--- src/rtl/conv_ctrl.sv ---
// conv_ctrl: walks a 3x3 window over the image RAM,
// loads each window into the conv unit and stores the clamped result.
module conv_ctrl #(
  parameter int IMG_W      = 8,
  parameter int IMG_H      = 8,
  parameter int ADDR_W     = 6,
  parameter int OUT_ADDR_W = 6
) (
  input  logic                  clk,
  input  logic                  reset,
  input  logic                  start,
  output logic                  busy,
  output logic                  done,
  output logic                  rd_en,
  output logic [ADDR_W-1:0]     rd_addr,
  input  logic [7:0]            rd_data,
  output logic                  conv_load,
  output logic [1:0]            conv_row,
  output logic [1:0]            conv_col,
  output logic [7:0]            conv_data,
  input  logic [7:0]            conv_out,
  output logic                  wr_en,
  output logic [OUT_ADDR_W-1:0] wr_addr,
  output logic [7:0]            wr_data
);

  localparam logic [2:0] S_IDLE  = 3'd0;
  localparam logic [2:0] S_LOAD  = 3'd1;
  localparam logic [2:0] S_COMP  = 3'd2;
  localparam logic [2:0] S_WRITE = 3'd3;
  localparam logic [2:0] S_DONE  = 3'd4;

  logic [2:0]            state_q, state_d;
  logic [3:0]            k_q, k_d;
  logic [ADDR_W-1:0]     r_q, r_d;
  logic [ADDR_W-1:0]     c_q, c_d;
  logic [OUT_ADDR_W-1:0] oidx_q, oidx_d;
  logic [1:0]            row_q, row_d;
  logic [1:0]            col_q, col_d;
  logic [7:0]            data_q, data_d;

  logic [3:0]        km1;
  logic              ld;
  logic              last_c;
  logic              last_r;
  logic [ADDR_W-1:0] a_row;
  logic [ADDR_W-1:0] a_col;
  logic [ADDR_W-1:0] addr;

  function automatic logic [1:0] div3(input logic [3:0] v);
    if (v >= 4'd6) return 2'd2;
    else if (v >= 4'd3) return 2'd1;
    else return 2'd0;
  endfunction

  function automatic logic [1:0] mod3(input logic [3:0] v);
    logic [3:0] t;
    t = v - {2'b00, div3(v)} * 4'd3;
    return t[1:0];
  endfunction

  // Window geometry, read address and load element decode
  always_comb begin
    km1    = k_q - 4'd1;
    ld     = (state_q == S_LOAD) && (k_q != 4'd0);
    last_c = (c_q == ADDR_W'(IMG_W - 3));
    last_r = (r_q == ADDR_W'(IMG_H - 3));
    a_row  = r_q + ADDR_W'(div3(k_q));
    a_col  = c_q + ADDR_W'(mod3(k_q));
    addr   = a_row * ADDR_W'(IMG_W) + a_col;
  end

  // Next-state logic for the FSM, window origin and held conv fields
  always_comb begin
    state_d = state_q;
    k_d     = k_q;
    r_d     = r_q;
    c_d     = c_q;
    oidx_d  = oidx_q;
    row_d   = row_q;
    col_d   = col_q;
    data_d  = data_q;
    if (ld) begin
      row_d  = div3(km1);
      col_d  = mod3(km1);
      data_d = rd_data;
    end
    unique case (state_q)
      S_IDLE: begin
        r_d    = '0;
        c_d    = '0;
        oidx_d = '0;
        k_d    = '0;
        if (start) state_d = S_LOAD;
      end
      S_LOAD: begin
        if (k_q == 4'd9) begin
          k_d     = '0;
          state_d = S_COMP;
        end else begin
          k_d = k_q + 4'd1;
        end
      end
      S_COMP: state_d = S_WRITE;
      S_WRITE: begin
        if (last_c && last_r) begin
          state_d = S_DONE;
        end else begin
          oidx_d  = oidx_q + OUT_ADDR_W'(1);
          k_d     = '0;
          state_d = S_LOAD;
          if (last_c) begin
            c_d = '0;
            r_d = r_q + ADDR_W'(1);
          end else begin
            c_d = c_q + ADDR_W'(1);
          end
        end
      end
      S_DONE:  state_d = S_IDLE;
      default: state_d = S_IDLE;
    endcase
  end

  // Output decode; everything forced low while reset is asserted
  always_comb begin
    busy      = 1'b0;
    done      = 1'b0;
    rd_en     = 1'b0;
    rd_addr   = '0;
    conv_load = ld;
    conv_row  = row_d;
    conv_col  = col_d;
    conv_data = data_d;
    wr_en     = 1'b0;
    wr_addr   = '0;
    wr_data   = '0;
    unique case (state_q)
      S_LOAD: begin
        busy = 1'b1;
        if (k_q <= 4'd8) begin
          rd_en   = 1'b1;
          rd_addr = addr;
        end
      end
      S_COMP:  busy = 1'b1;
      S_WRITE: begin
        busy    = 1'b1;
        wr_en   = 1'b1;
        wr_addr = oidx_q;
        wr_data = conv_out;
      end
      S_DONE:  done = 1'b1;
      default: ;
    endcase
    if (reset) begin
      busy      = 1'b0;
      done      = 1'b0;
      rd_en     = 1'b0;
      rd_addr   = '0;
      conv_load = 1'b0;
      conv_row  = '0;
      conv_col  = '0;
      conv_data = '0;
      wr_en     = 1'b0;
      wr_addr   = '0;
      wr_data   = '0;
    end
  end

  // State registers with synchronous reset
  always_ff @(posedge clk) begin
    if (reset) begin
      state_q <= S_IDLE;
      k_q     <= '0;
      r_q     <= '0;
      c_q     <= '0;
      oidx_q  <= '0;
      row_q   <= '0;
      col_q   <= '0;
      data_q  <= '0;
    end else begin
      state_q <= state_d;
      k_q     <= k_d;
      r_q     <= r_d;
      c_q     <= c_d;
      oidx_q  <= oidx_d;
      row_q   <= row_d;
      col_q   <= col_d;
      data_q  <= data_d;
    end
  end

endmodule

--- config.mk ---
export PLATFORM = sky130hd
export DESIGN_NAME = conv_ctrl
export DESIGN_NICKNAME = d
export VERILOG_FILES = /design/src/rtl/conv_ctrl.sv
export SDC_FILE = /design/constraint.sdc
export NUM_CORES = 1
export LEC_CHECK = 0
export CAP_MARGIN = 5
export CORE_MARGIN = 2
export CORE_UTILIZATION = 54
export CTS_CLUSTER_DIAMETER = 60
export CTS_CLUSTER_SIZE = 12
export DETAILED_ROUTE_END_ITERATION = 16
export PLACE_DENSITY_LB_ADDON = 0.1
export SLEW_MARGIN = 10
export SYNTH_ARGS = -nofsm -noshare
export SYNTH_HDL_FRONTEND = slang
export SYNTH_SLANG_ARGS = --single-unit
--- constraint.sdc ---
create_clock -name clk -period 9.76 [get_ports clk]
set_clock_uncertainty 0.2 [all_clocks]
set_input_delay 1.952 -clock clk [delete_from_list [all_inputs] [get_ports clk]]
set_output_delay 1.952 -clock clk [all_outputs]
set_load 0.02 [all_outputs]
# Word level (Yosys, flattened, before mapping)
# Index checks and enable logic that the tools add are counted.
[totals]
regBits = 37
inputBits = 19
out_inout_bits = 37
[op_classes]
add_sub_neg = 10
multipliers = 2
order_cmp = 5
n_eq_ne = 11
n_mux = 43
reduce_logical = 11
[op_table]
columns = ["operator", "n"]
rows = [
  ["$mux W6", 10],
  ["$pmux W6 S2", 3],
  ["$mux W8", 4],
  ["$add A6 B1 Y6 const B", 3],
  ["$mux W2", 7],
  ["$eq A6 B3 Y1 const B", 2],
  ["$mux W1", 12],
  ["$pmux W3 S4", 1],
  ["$pmux W4 S3", 1],
  ["$mux W3", 3],
  ["$ge A4 B2 Y1 const B", 2],
  ["$ge A4 B3 Y1 const B", 2],
  ["$mux W4", 2],
  ["$add A6 B2 Y6", 1],
  ["$add A6 B6 Y6", 1],
  ["$eq A3 B2 Y1 const B", 2],
  ["$ne A2 B2 Y1 const B", 3],
  ["$reduce_and A2 Y1", 3],
  ["$add A4 B1 Y4 const B", 1],
  ["$eq A4 B4 Y1 const B", 1],
  ["$le A4 B4 Y1 const B", 1],
  ["$mul A2 B1 Y2 const B", 2],
  ["$reduce_bool A4 Y1", 1],
  ["$sub A2 B2 Y2", 2],
  ["11 further kinds", 12],
]

# Logic depth before layout (Yosys ltp)
# Gate-level depths: netlist of the first run.
[logic_depth]
depth_word = 10
ltp_mapped = 16
mapped_depth_nobuf = 16

# Worst setup path before layout of the first run
# No wires, ideal clock.
[synth_path]
kind = "reg2out"
startpoint = "register k_q[1]"
endpoint = "output port conv_col[1]"
arrival_time_ns = 3.104
slack_ns = 4.504
stages_incl_launch_ff = 11
path_cell_list = "dfxtp_1 clkbuf_1 inv_1 ha_1 or3b_2 a211o_1 nand3_1 ha_1 xnor2_1 nand2_1 o311ai_0"
[synth_via]
elab_chain_cells = 9
word_cells_on_any_way = 12
[synth_lines]
columns = ["item", "line_no", "source"]
rows = [
  ["from (decl)", "34", "logic [3:0] k_q, k_d;"],
  ["from (signal assigned)", "184", "k_q <= k_d;"],
  ["$sub A4 B1 Y4", "64", "km1 = k_q - 4'd1;"],
  ["$ge A4 B2 Y1", "52", "else if (v >= 4'd3) return 2'd1;"],
  ["$mux W1", "52", ""],
  ["$mux W2", "51", "if (v >= 4'd6) return 2'd2;"],
  ["$mux W2", "83", "if (ld) begin"],
  ["$mul A2 B1 Y2", "58", "t = v - {2'b00, div3(v)} * 4'd3;"],
  ["$sub A2 B2 Y2", "58", ""],
  ["$mux W2 (*)", "83", ""],
  ["$mux W2 (*)", "156", "if (reset) begin"],
  ["to (decl)", "19", "output logic [1:0] conv_col,"],
]
# Every way passes the cells marked *; elsewhere a longest branch is shown, timed or not. The select of a mux whose other input is x is not followed.

# Worst setup path in the final report of the first run
[layout_path]
startpoint = "register k_q[0]"
endpoint = "output port rd_addr[4]"
[layout_via]
elab_chain_cells = 10
word_cells_on_any_way = 13
[layout_lines]
columns = ["item", "line_no", "source"]
rows = [
  ["$ge A4 B2 Y1", "52", ""],
  ["$mux W1", "52", ""],
  ["$mux W2", "51", ""],
  ["$mul A2 B1 Y2", "58", ""],
  ["$sub A2 B2 Y2", "58", ""],
  ["$add A6 B2 Y6", "69", "a_col = c_q + ADDR_W'(mod3(k_q));"],
  ["$add A6 B6 Y6", "70", "addr = a_row * ADDR_W'(IMG_W) + a_col;"],
  ["$mux W6 (*)", "141", "if (k_q <= 4'd8) begin"],
  ["$mux W6 (*)", "138", "unique case (state_q)"],
  ["$mux W6 (*)", "156", ""],
  ["to (decl)", "15", "output logic [ADDR_W-1:0] rd_addr,"],
]
# Every way passes the cells marked *; elsewhere a longest branch is shown, timed or not.

==> results.md, run 1 <==
- Outcome: finished, final reports clean
- Synth area leader: dfxtp_1
- Max Slew Vio Count: 0
- Max cap viols: 0
- Crit path arrival time: 4.02 ns
- N_diodes: 0
- Mapped Area: 0.00231 mm^2
- Die W: 69.4 um
- Setup violations, final: 0
- DPL Wire Length: 4.02 mm
- Post-Layout Cell Count: 395
- Post-cts gate resize count: 0
- Switch share: 29.2%
- Total chip power: 0.325 mW
- Height of the die: 69.4 um
- Final Hold Viols: 0
- Static Leak: 1.07 nW
- Reg2reg setup slack: 6.55 ns
- DR vias: 2224
- Top cells by area, synth: dfxtp_1, ha_1, nor2_1, nand2_1, a21oi_1
- Peak Freq: 162 MHz
- Worst EP required: 7.61 ns
- DRC errors left: 0
- Commonest cells post-synth: dfxtp_1, nor2_1, nand2_1
- Filler cells: 331
- Critical path launch point type: register
- Number of synthesized flops with an enable pin: 0
- Met2 WL: 2.58 mm
- CP max FO: 10
- Drt wl/cell: 14.0 um
- Placed cells: 387
- CTS tree: built
- Minimum clock period: 6.18 ns
- Htree depth: 2
- Mapped Cells: 297
- Internal: 0.230 mW
- Clk_lat worst skew: 0.29 ns
- Cts bufs inserted: 5
- Comb power frac: 18.8%
- Synth Net Count: 335
- Total core area: 0.00406 mm^2
- Antenna violations before repair: 0
- CTS Hold Bufs: 0
- #FFs+latches synth: 37
- Die area: 0.00481 mm^2
- Clock share of power: 32.1%
- Seq/Total Area, Yosys: 32.1%
- Pwr Density: 110 mW/mm^2
- Drt first pass iters: 4
- Cell Area, Placed: 0.00287 mm^2
- Top-count cell post-synth: dfxtp_1
- WS Path Type: reg -> out
- Post-route ant nets: 0
- Post-CTS setup buffers: 0
- Largest net degree at the start of global routing: 32
- Initial Util: 56.9%
- Final GP Congestion: 0.863
- Psw: 0.0951 mW
- Root buf cell: clkbuf_8
- # rows: 23
- Met3 routed WL: 296 um
- Flop pwr share: 49.1%
- Tcrit/Tclk final: 63.3%
- First-pass GRT wire length: 9.78 mm
- Setup TNS: 0 ns
- Yosys top cell area share: 32.1%
- Share of cells above drive strength 1: 3.19%
- Clock-pin slew on the worst setup and hold paths: 0.07 ns
- VDD IR-drop max: 0.0782 mV
- Top layer in use: met4
- Main synth FF type: dfxtp_1
- Post-Layout Inst Area: 0.00295 mm^2
- Register Area: 741 um^2
- Global-route total usage across every layer: 23.9%
- Clock sinks: 37
- Clock Path Buffers: 2
- Layout area overhead: 27.9%
- Hold crit path type: reg -> reg
- Mean post-synth cell area: 7.77 um^2
- Final #Nets: 382
- M1 WL: 2.61 mm
- Initial DRC Count: 122
- Vias in the first global route: 2143
- Actual slew at the worst max-slew pin: 0.923 ns
- Total Wirelength: 5.53 mm
- Top-Level Pins: 56
- Yosys cell types: 49
- CP endpoint kind: output port
- Detail-routed via count per cell: 5.63
- Warnings from Yosys: 0
- IO buf count: 55
- Ys async rst share: 0%
- Rel. slew slack: 38.5%
- RSZ-0062 raised after global routing: no
- Multi-input logic area: 0.00145 mm^2
- Post-layout util: 72.7%
- Total grt overflow: 0
[final cells by class]
cell class	instances	area share, %
tap	50	2.12
sequential	37	25.1
clock inverter	2	0.339
multi-input combinational	229	49.2
timing repair buffer	56	18.9
clock buffer	6	2.46
inverter	15	1.91
[layout by cell type (no fill, tap or decap), types with 3 or more instances in the layout]
cell type / n
xnor2_1: 10
o31ai_1: 3
nor3b_1: 4
inv_1: 15
xor2_1: 7
dfxtp_1: 37
clkbuf_8: 5
nand3_1: 10
nor2_1: 36
a21o_1: 4
nor3_1: 8
o21a_1: 3
ha_1: 17
nand2_1: 32
nand2b_1: 3
nand4_1: 3
o21ai_0: 11
nor2b_1: 3
and2_1: 16
clkdlybuf4s50_1: 55
a21oi_1: 20
a211oi_1: 6
or4_1: 3
[worst max-delay path, cell delays in order, from the launching register on]
cell             delay, ns
dfxtp_1               0.54
inv_1                 0.21
ha_1                  0.27
nor2_1                0.09
nor2_1                0.04
nor2_1                0.15
inv_1                 0.12
nor2_1                0.22
ha_1                  0.21
xnor2_1               0.13
xor2_1                0.22
inv_1                 0.09
fa_1                  0.43
inv_1                 0.07
a31oi_1               0.09
xor2_1                0.17
nor2_1                0.09
clkdlybuf4s50_1       0.61
[path summary, 6_finish.rpt]
kind / from / to / cells after the start
hold / removal: data_q[7] / data_q[7] / 2
setup reg to reg: k_q[0] / col_q[1] / 9
setup / recovery: k_q[0] / rd_addr[4] / 17
hold reg to reg: data_q[7] / data_q[7] / 2
[cells by family after synthesis]
family / after synthesis / share of synthesized area (%)
AO/OA/AOI/OAI: 65 / 18.2
XOR/XNOR: 17 / 6.45
adder cells (fa/ha/maj): 19 / 10.9
buffers and inverters: 31 / 5.04
flip-flops: 37 / 32.1
AND/OR/NAND/NOR: 128 / 27.3
[layer usage]
layer | vias to the layer above | track usage (%)
li1 | 1115 | -
met1 | 1022 | 33.1
met2 | 80 | 37.9
met3 | 7 | 4.65
met4 | 0 | 6.97
met5 | - | 0
[registers in the layout, summed over array words and instances, names as in the netlist]
name     flops
c_q          6
col_q        2
data_q       8
k_q          4
oidx_q       6
r_q          6
row_q        2
state_q      3
[power groups by stage]
stage | Combinational, mW | Sequential [mW] | Clock [mW]
floorplan | 0.0405 | 0.160 | 0
finish | 0.0611 | 0.160 | 0.104
CTS | 0.0608 | 0.160 | 0.106
global placement | 0.0596 | 0.163 | 0
detailed placement | 0.0603 | 0.163 | 0
global route | 0.0678 | 0.161 | 0.112
[metrics by stage]
step / setup slack [ns] / hold slack [ns]
2_1_floorplan: 4.50 / 0.262
6_report: 3.58 / 0.265
5_1_grt: 3.23 / 0.291
4_1_cts: 3.59 / 0.269
3_5_place_dp: 3.61 / 0.258
3_3_place_gp: 3.67 / 0.248
Note: power is estimated with default switching activity, not from simulation.
==> run 2: changes to the inputs <==
- CORE_UTILIZATION: 54 -> 45
- clock period: 9.76 -> 5.1 ns (I/O delays scaled with it)
==> run 2 against run 1 <==
Combinational power up 93%. Via count fell by 3.2%. Wire length decreased by 5.5%. Non-clock buffer count is 3 higher. Cell count increased by 5.8%. Total power increased by 110%. Utilization shrank 13 points. Count of clock-buffer cells in the layout decreased by 1. Register-to-register slack worse by 4.3 ns. Global-route usage decreased by 4.3 points. Critical endpoint is now rd_addr[5]. Largest power group unchanged.
==> results.md, run 2 (synthesis results as in run 1) <==
- Die area: 0.00572 mm^2 (was 0.00481 mm^2)
- CTS tree: built (unchanged)
- Largest Register: data_q (unchanged)
- Max FFs per register: 8 (unchanged)
- Post-CTS setup buffers: 0 (unchanged)
- Crit path arrival time: 3.59 ns (was 4.02 ns)
- DPL Wire Length: 3.82 mm (was 4.02 mm)
- Total core area: 0.00504 mm^2 (was 0.00406 mm^2)
- WS Path Type: reg -> out (unchanged)
- Actual slew at the worst max-slew pin: 0.986 ns (was 0.923 ns)
- CP endpoint kind: output port (unchanged)
- Peak Freq: 208 MHz
- Cts bufs inserted: 5 (unchanged)
- Vias in the first global route: 1896 (was 2143)
- Worst EP required: 3.88 ns (was 7.61 ns)
- Most frequent cells in the layout: clkdlybuf4s50_1, nor2_1, dfxtp_1 (was clkdlybuf4s50_1, dfxtp_1, nor2_1)
- Clock-pin slew on the worst setup and hold paths: 0.08 ns (was 0.07 ns)
- Static Leak: 1.11 nW (was 1.07 nW)
- Layout area overhead: 31.5% (was 27.9%)
- Filler cells: 467 (was 331)
- Critical path launch point type: register (unchanged)
- Clock sinks: 37 (unchanged)
- Clk_lat worst skew: 0.29 ns (about the same)
- DP Worst Slack: 0.553 ns (was 3.61 ns)
- Antenna violations before repair: 0 (unchanged)
- CP max FO: 6 (was 10)
- Setup TNS: 0 ns (unchanged)
- Fin Hold WS: 0.262 ns (was 0.265 ns)
- Global-route total usage across every layer: 19.6% (was 23.9%)
- Top-Level Pins: 56 (unchanged)
- Placed cells: 410 (was 387)
- Root buf cell: clkbuf_8 (unchanged)
- Most common cell after layout, fill and taps aside: clkdlybuf4s50_1 (unchanged)
- First-pass GRT wire length: 8.63 mm (was 9.78 mm)
- Rel. slew slack: 34.2% (was 38.5%)
- RSZ-0062 raised after global routing: no (unchanged)
- Total Wirelength: 5.23 mm (was 5.53 mm)
- Htree depth: 2 (unchanged)
- Drt first pass iters: 4 (unchanged)
- Total grt overflow: 0 (unchanged)
- N_diodes: 0 (unchanged)
- Hold crit path type: reg -> reg (unchanged)
- Initial Util: 45.8% (was 56.9%)
- Detail-routed via count per cell: 5.15 (was 5.63)
- Total chip power: 0.681 mW (was 0.325 mW)
- Post-route ant nets: 0 (unchanged)
- Final #Nets: 385 (was 382)
- Drt wl/cell: 12.5 um (was 14.0 um)
- Share of cells above drive strength 1: 4.60% (was 3.19%)
- DR vias: 2152 (was 2224)
- Max Slew Vio Count: 0 (unchanged)
- Largest net degree at the start of global routing: 22 (was 32)
- Post-layout util: 60.2% (was 72.7%)
- Pwr Density: 224 mW/mm^2 (was 110 mW/mm^2)
- Worst setup margin: 0.289 ns (was 3.58 ns)
- VDD IR-drop max: 0.192 mV (was 0.0782 mV)
- Height of the die: 75.6 um (was 69.4 um)
- Initial DRC Count: 59 (was 122)
- Minimum clock period: 4.81 ns
- Clock Path Buffers: 2 (unchanged)
- Die W: 75.6 um (was 69.4 um)
- DRC errors left: 0 (unchanged)
- Post-Layout Cell Count: 418 (was 395)
- IO buf count: 55 (unchanged)
- Max cap viols: 0 (unchanged)
- Cell Area, Placed: 0.00292 mm^2 (was 0.00287 mm^2)
- Outcome: finished, final reports clean (unchanged)
- Post-Layout Inst Area: 0.00304 mm^2 (was 0.00295 mm^2)
- CTS Hold Bufs: 0 (unchanged)
- Final Hold Viols: 0 (unchanged)
- Tcrit/Tclk final: 94.3%
- # rows: 26 (was 23)
- Setup violations, final: 0 (unchanged)
- Final GP Congestion: 0.890 (was 0.863)
## run 2: routing by layer
metal / track usage [%] / vias up / part of all wire [%]
met4: 6.43 / 0 / 0.78
met1: 24.9 / 992 / 49
met2: 33.4 / 31 / 47
met3: 3.97 / 4 / 3.5
li1: - / 1125 / -
met5: 0 / - / 0
## run 2: cell type report
class	count	area, um^2	area share, %
clock buffers	5	68.8	2.27
clock inverters	3	46.3	1.53
well taps	70	87.6	2.89
multi-input cells	229	1450	47.8
repair buffers	59	583	19.2
inverters	15	56.3	1.85
flip-flops and latches	37	742	24.4
## run 2: report_power, final
part,total [mW],switching [mW],internal (mW),leakage [nW]
Combinational,0.118,0.0674,0.0511,0.756
Sequential,0.304,0.00792,0.296,0.299
Clock,0.259,0.112,0.146,0.0543
## run 2: worst paths after layout
check | slack [ns] | start | to | depth (start not counted)
setup / recovery | 0.29 | k_q[0] | rd_addr[5] | 15
hold / removal | 0.26 | data_q[2] | data_q[2] | 2
setup reg to reg | 2.21 | k_q[1] | col_q[1] | 9
hold reg to reg | 0.26 | data_q[2] | data_q[2] | 2
## run 2: what timing repair did
action	in CTS	in global routing
endpoints found under the setup margin	0	2
hold endpoints to repair	0	0
gates resized for setup	0	2
## run 2: worst max-delay path, stage by stage (launching register included)
cell,delay (ns)
dfxtp_1,0.33
inv_1,0.10
ha_1,0.23
nor2_1,0.08
nor2_1,0.04
nor2_1,0.15
inv_1,0.10
nor2_1,0.21
ha_1,0.20
fa_1,0.41
ha_1,0.33
a21oi_1,0.14
o21ai_0,0.12
xnor2_1,0.14
nor2_1,0.08
clkdlybuf4s50_1,0.61
==> run 3: changes to the inputs <==
- ABC_AREA: not set -> 1
- CORE_MARGIN: 2 -> 1
- CORE_UTILIZATION: 45 -> 46
==> run 3 against run 2 <==
Register-to-register slack improved by 0.71 ns. Sequential power up 4%. Fmax grew 2.1%. Cell count up 19%. Total power increased by 11%. Worst hold slack gained 0.033 ns. Highest routed layer unchanged. Utilization down 0.62 points. Setup slack better by 0.10 ns. Largest power group unchanged. Global-route usage grew 1.1 points. Critical path depth grew 1.
==> results.md, run 3 <==
- Detail-routed via count per cell: 4.96 (was 5.15)
- Total grt overflow: 0 (unchanged)
- First-pass GRT wire length: 10.1 mm (was 8.63 mm)
- Tcrit/Tclk final: 92.4% (was 94.3%)
- Yosys top cell area share: 28.4% (was 32.1%)
- #FFs+latches synth: 37 (unchanged)
- Top-count cell post-synth: nor2_1 (was dfxtp_1)
- Worst EP required: 3.88 ns (about the same)
- VDD IR-drop max: 0.171 mV (was 0.192 mV)
- Warnings from Yosys: 0 (unchanged)
- Max cap viols: 0 (unchanged)
- Mapped Cells: 376 (was 297)
- Clock-pin slew on the worst setup and hold paths: 0.07 ns (was 0.08 ns)
- Post-layout util: 59.6% (was 60.2%)
- CP max FO: 7 (was 6)
- Final GP Congestion: 0.796 (was 0.890)
- Comb power frac: 22.1% (was 17.4%)
- Final Hold Viols: 0 (unchanged)
- Commonest cells post-synth: nor2_1, nand2_1, dfxtp_1 (was dfxtp_1, nor2_1, nand2_1)
- Clock Path Buffers: 2 (unchanged)
- Yosys cell types: 32 (was 49)
- Flop pwr share: 41.7% (was 44.6%)
- Outcome: finished, final reports clean (unchanged)
- Cts bufs inserted: 5 (unchanged)
- RSZ-0062 raised after global routing: no (unchanged)
- Final #Nets: 461 (was 385)
- WS Path Type: reg -> out (unchanged)
- Clock share of power: 36.2% (was 38.0%)
- Top cells by area, synth: dfxtp_1, nor2_1, nand2_1, ha_1, nand3_1 (was dfxtp_1, ha_1, nor2_1, nand2_1, a21oi_1)
- Pwr Density: 231 mW/mm^2 (was 224 mW/mm^2)
- Drt first pass iters: 6 (was 4)
- Largest Register: data_q (unchanged)
- Seq/Total Area, Yosys: 28.4% (was 32.1%)
- Static Leak: 1.38 nW (was 1.11 nW)
- Root buf cell: clkbuf_8 (unchanged)
- Initial DRC Count: 80 (was 59)
- Mean post-synth cell area: 6.94 um^2 (was 7.77 um^2)
- CTS tree: built (unchanged)
- Max Slew Vio Count: 0 (unchanged)
- Post-Layout Inst Area: 0.00326 mm^2 (was 0.00304 mm^2)
- Vias in the first global route: 2263 (was 1896)
- DPL Wire Length: 4.18 mm (was 3.82 mm)
- Total core area: 0.00547 mm^2 (was 0.00504 mm^2)
- Rel. slew slack: 59.1% (was 34.2%)
- DR vias: 2459 (was 2152)
- Initial Util: 47.7% (was 45.8%)
- Number of synthesized flops with an enable pin: 0 (unchanged)
- Share of cells above drive strength 1: 10.1% (was 4.60%)
- Ys async rst share: 0% (unchanged)
- Total chip power: 0.754 mW (was 0.681 mW)
- Global-route total usage across every layer: 20.7% (was 19.6%)
- # rows: 27 (was 26)
- Max FFs per register: 8 (unchanged)
- Setup TNS: 0 ns (unchanged)
- CTS Hold Bufs: 0 (unchanged)
- Synth area leader: dfxtp_1 (unchanged)
- Mapped Area: 0.00261 mm^2 (was 0.00231 mm^2)
- Crit path arrival time: 3.49 ns (was 3.59 ns)
- IO buf count: 55 (unchanged)
- Main synth FF type: dfxtp_1 (unchanged)
- Hold crit path type: reg -> reg (unchanged)
- Actual slew at the worst max-slew pin: 0.612 ns (was 0.986 ns)
- DRC errors left: 0 (unchanged)
- Internal: 0.527 mW (was 0.493 mW)
- CP endpoint kind: output port (unchanged)
- Most frequent cells in the layout: nor2_1, nand2_1, clkdlybuf4s50_1 (was clkdlybuf4s50_1, nor2_1, dfxtp_1)
- Htree depth: 2 (unchanged)
- Psw: 0.228 mW (was 0.188 mW)
- Synth Net Count: 414 (was 335)
- Height of the die: 77.3 um (was 75.6 um)
- Die area: 0.00598 mm^2 (was 0.00572 mm^2)
- Antenna violations before repair: 0 (unchanged)
- Setup violations, final: 0 (unchanged)
- Largest net degree at the start of global routing: 40 (was 22)
- Drt wl/cell: 11.6 um (was 12.5 um)
- Top-Level Pins: 56 (unchanged)
- Layout area overhead: 24.9% (was 31.5%)
- Clock sinks: 37 (unchanged)
- Clk_lat worst skew: 0.29 ns (about the same)
- Cell Area, Placed: 0.00314 mm^2 (was 0.00292 mm^2)
- Critical path launch point type: register (unchanged)
- Peak Freq: 212 MHz (was 208 MHz)
- Die W: 77.3 um (was 75.6 um)
- Switch share: 30.2% (was 27.6%)
- Most common cell after layout, fill and taps aside: nor2_1 (was clkdlybuf4s50_1)
- Post-route ant nets: 0 (unchanged)
- Minimum clock period: 4.71 ns (was 4.81 ns)
- N_diodes: 0 (unchanged)
- Total Wirelength: 5.77 mm (was 5.23 mm)
==> run 3: cell types whose count changed after synthesis, sizes merged, moves of 7 or more <==
| cell | previous run | this run |
|---|---|---|
| nand3 | 10 | 38 |
| xnor2 | 10 | 3 |
| and2 | 16 | 0 |
| inv | 15 | 40 |
| buf | 1 | 13 |
| clkbuf | 15 | 4 |
| nand2 | 32 | 73 |
| nor2 | 36 | 75 |
| nand4 | 3 | 11 |
==> run 3: routing by layer <==
| layer | vias to the layer above | wire, um | share of wire [%] | track usage, % |
|---|---|---|---|---|
| li1 | 1303 | - | - | - |
| met1 | 1110 | 2790 | 48 | 26.7 |
| met2 | 38 | 2730 | 47 | 34.5 |
| met3 | 8 | 163 | 2.8 | 3.93 |
| met4 | 0 | 85 | 1.5 | 6.79 |
| met5 | - | 0 | 0 | 0 |
==> run 3: cells by family (layout without fill, tap and decap cells) <==
| group | Yosys count | in the layout | synth area share, % |
|---|---|---|---|
| fa+ha+maj | 19 | 19 | 9.68 |
| flops | 37 | 37 | 28.4 |
| buf+inv | 57 | 105 | 10.7 |
| simple gates | 206 | 206 | 37.6 |
| xor+xnor | 12 | 12 | 4.03 |
| compound gates | 45 | 45 | 9.64 |
==> run 3: worst paths after layout <==
path,from,end,slack [ns],depth (start not counted)
max reg2reg,k_q[1],col_q[1],2.92,13
min,r_q[5],r_q[5],0.29,2
min reg2reg,r_q[5],r_q[5],0.29,2
max,k_q[0],rd_addr[5],0.39,16
==> run 3: stage by stage <==
stage / instances / setup slack (ns) / hold WS, ns
floorplan: 376 / 0.888 / 0.267
global placement: 488 / 0.482 / 0.282
detailed placement: 488 / 0.430 / 0.283
CTS: 496 / 0.0915 / 0.295
global route: 496 / 0.117 / 0.328
finish: 496 / 0.389 / 0.295
==> run 3: critical path: stages (launching register included) <==
cell	delay, ns
dfxtp_1	0.33
inv_1	0.11
ha_1	0.23
nor3_1	0.15
nor2_1	0.12
a21oi_1	0.19
ha_1	0.20
fa_1	0.43
ha_1	0.33
nand2_1	0.10
inv_1	0.04
nand4_1	0.06
o211ai_1	0.10
nand2_1	0.08
nand2_1	0.05
nor2_1	0.08
clkdlybuf4s50_1	0.60
==> run 3: power by group through the flow <==
stage	clock network [mW]	registers, mW	logic [mW]
after floorplan	0	0.319	0.116
after CTS	0.280	0.315	0.167
after global routing	0.290	0.318	0.185
after detailed placement	0	0.322	0.167
final	0.273	0.315	0.166
after global placement	0	0.321	0.167
==> run 3: repair_timing <==
item,in CTS,in global routing
endpoints found under the setup margin,0,1
resized for setup,0,2
setup buffers,0,0
==> run 3: area by class of cell <==
cell class	instances	area, um^2
fill	546	2210
clock inverter	2	37.5
tap	72	90.1
sequential	37	742
multi-input combinational	282	1590
inverter	40	150
clock buffer	6	82.6
timing repair buffer	57	568
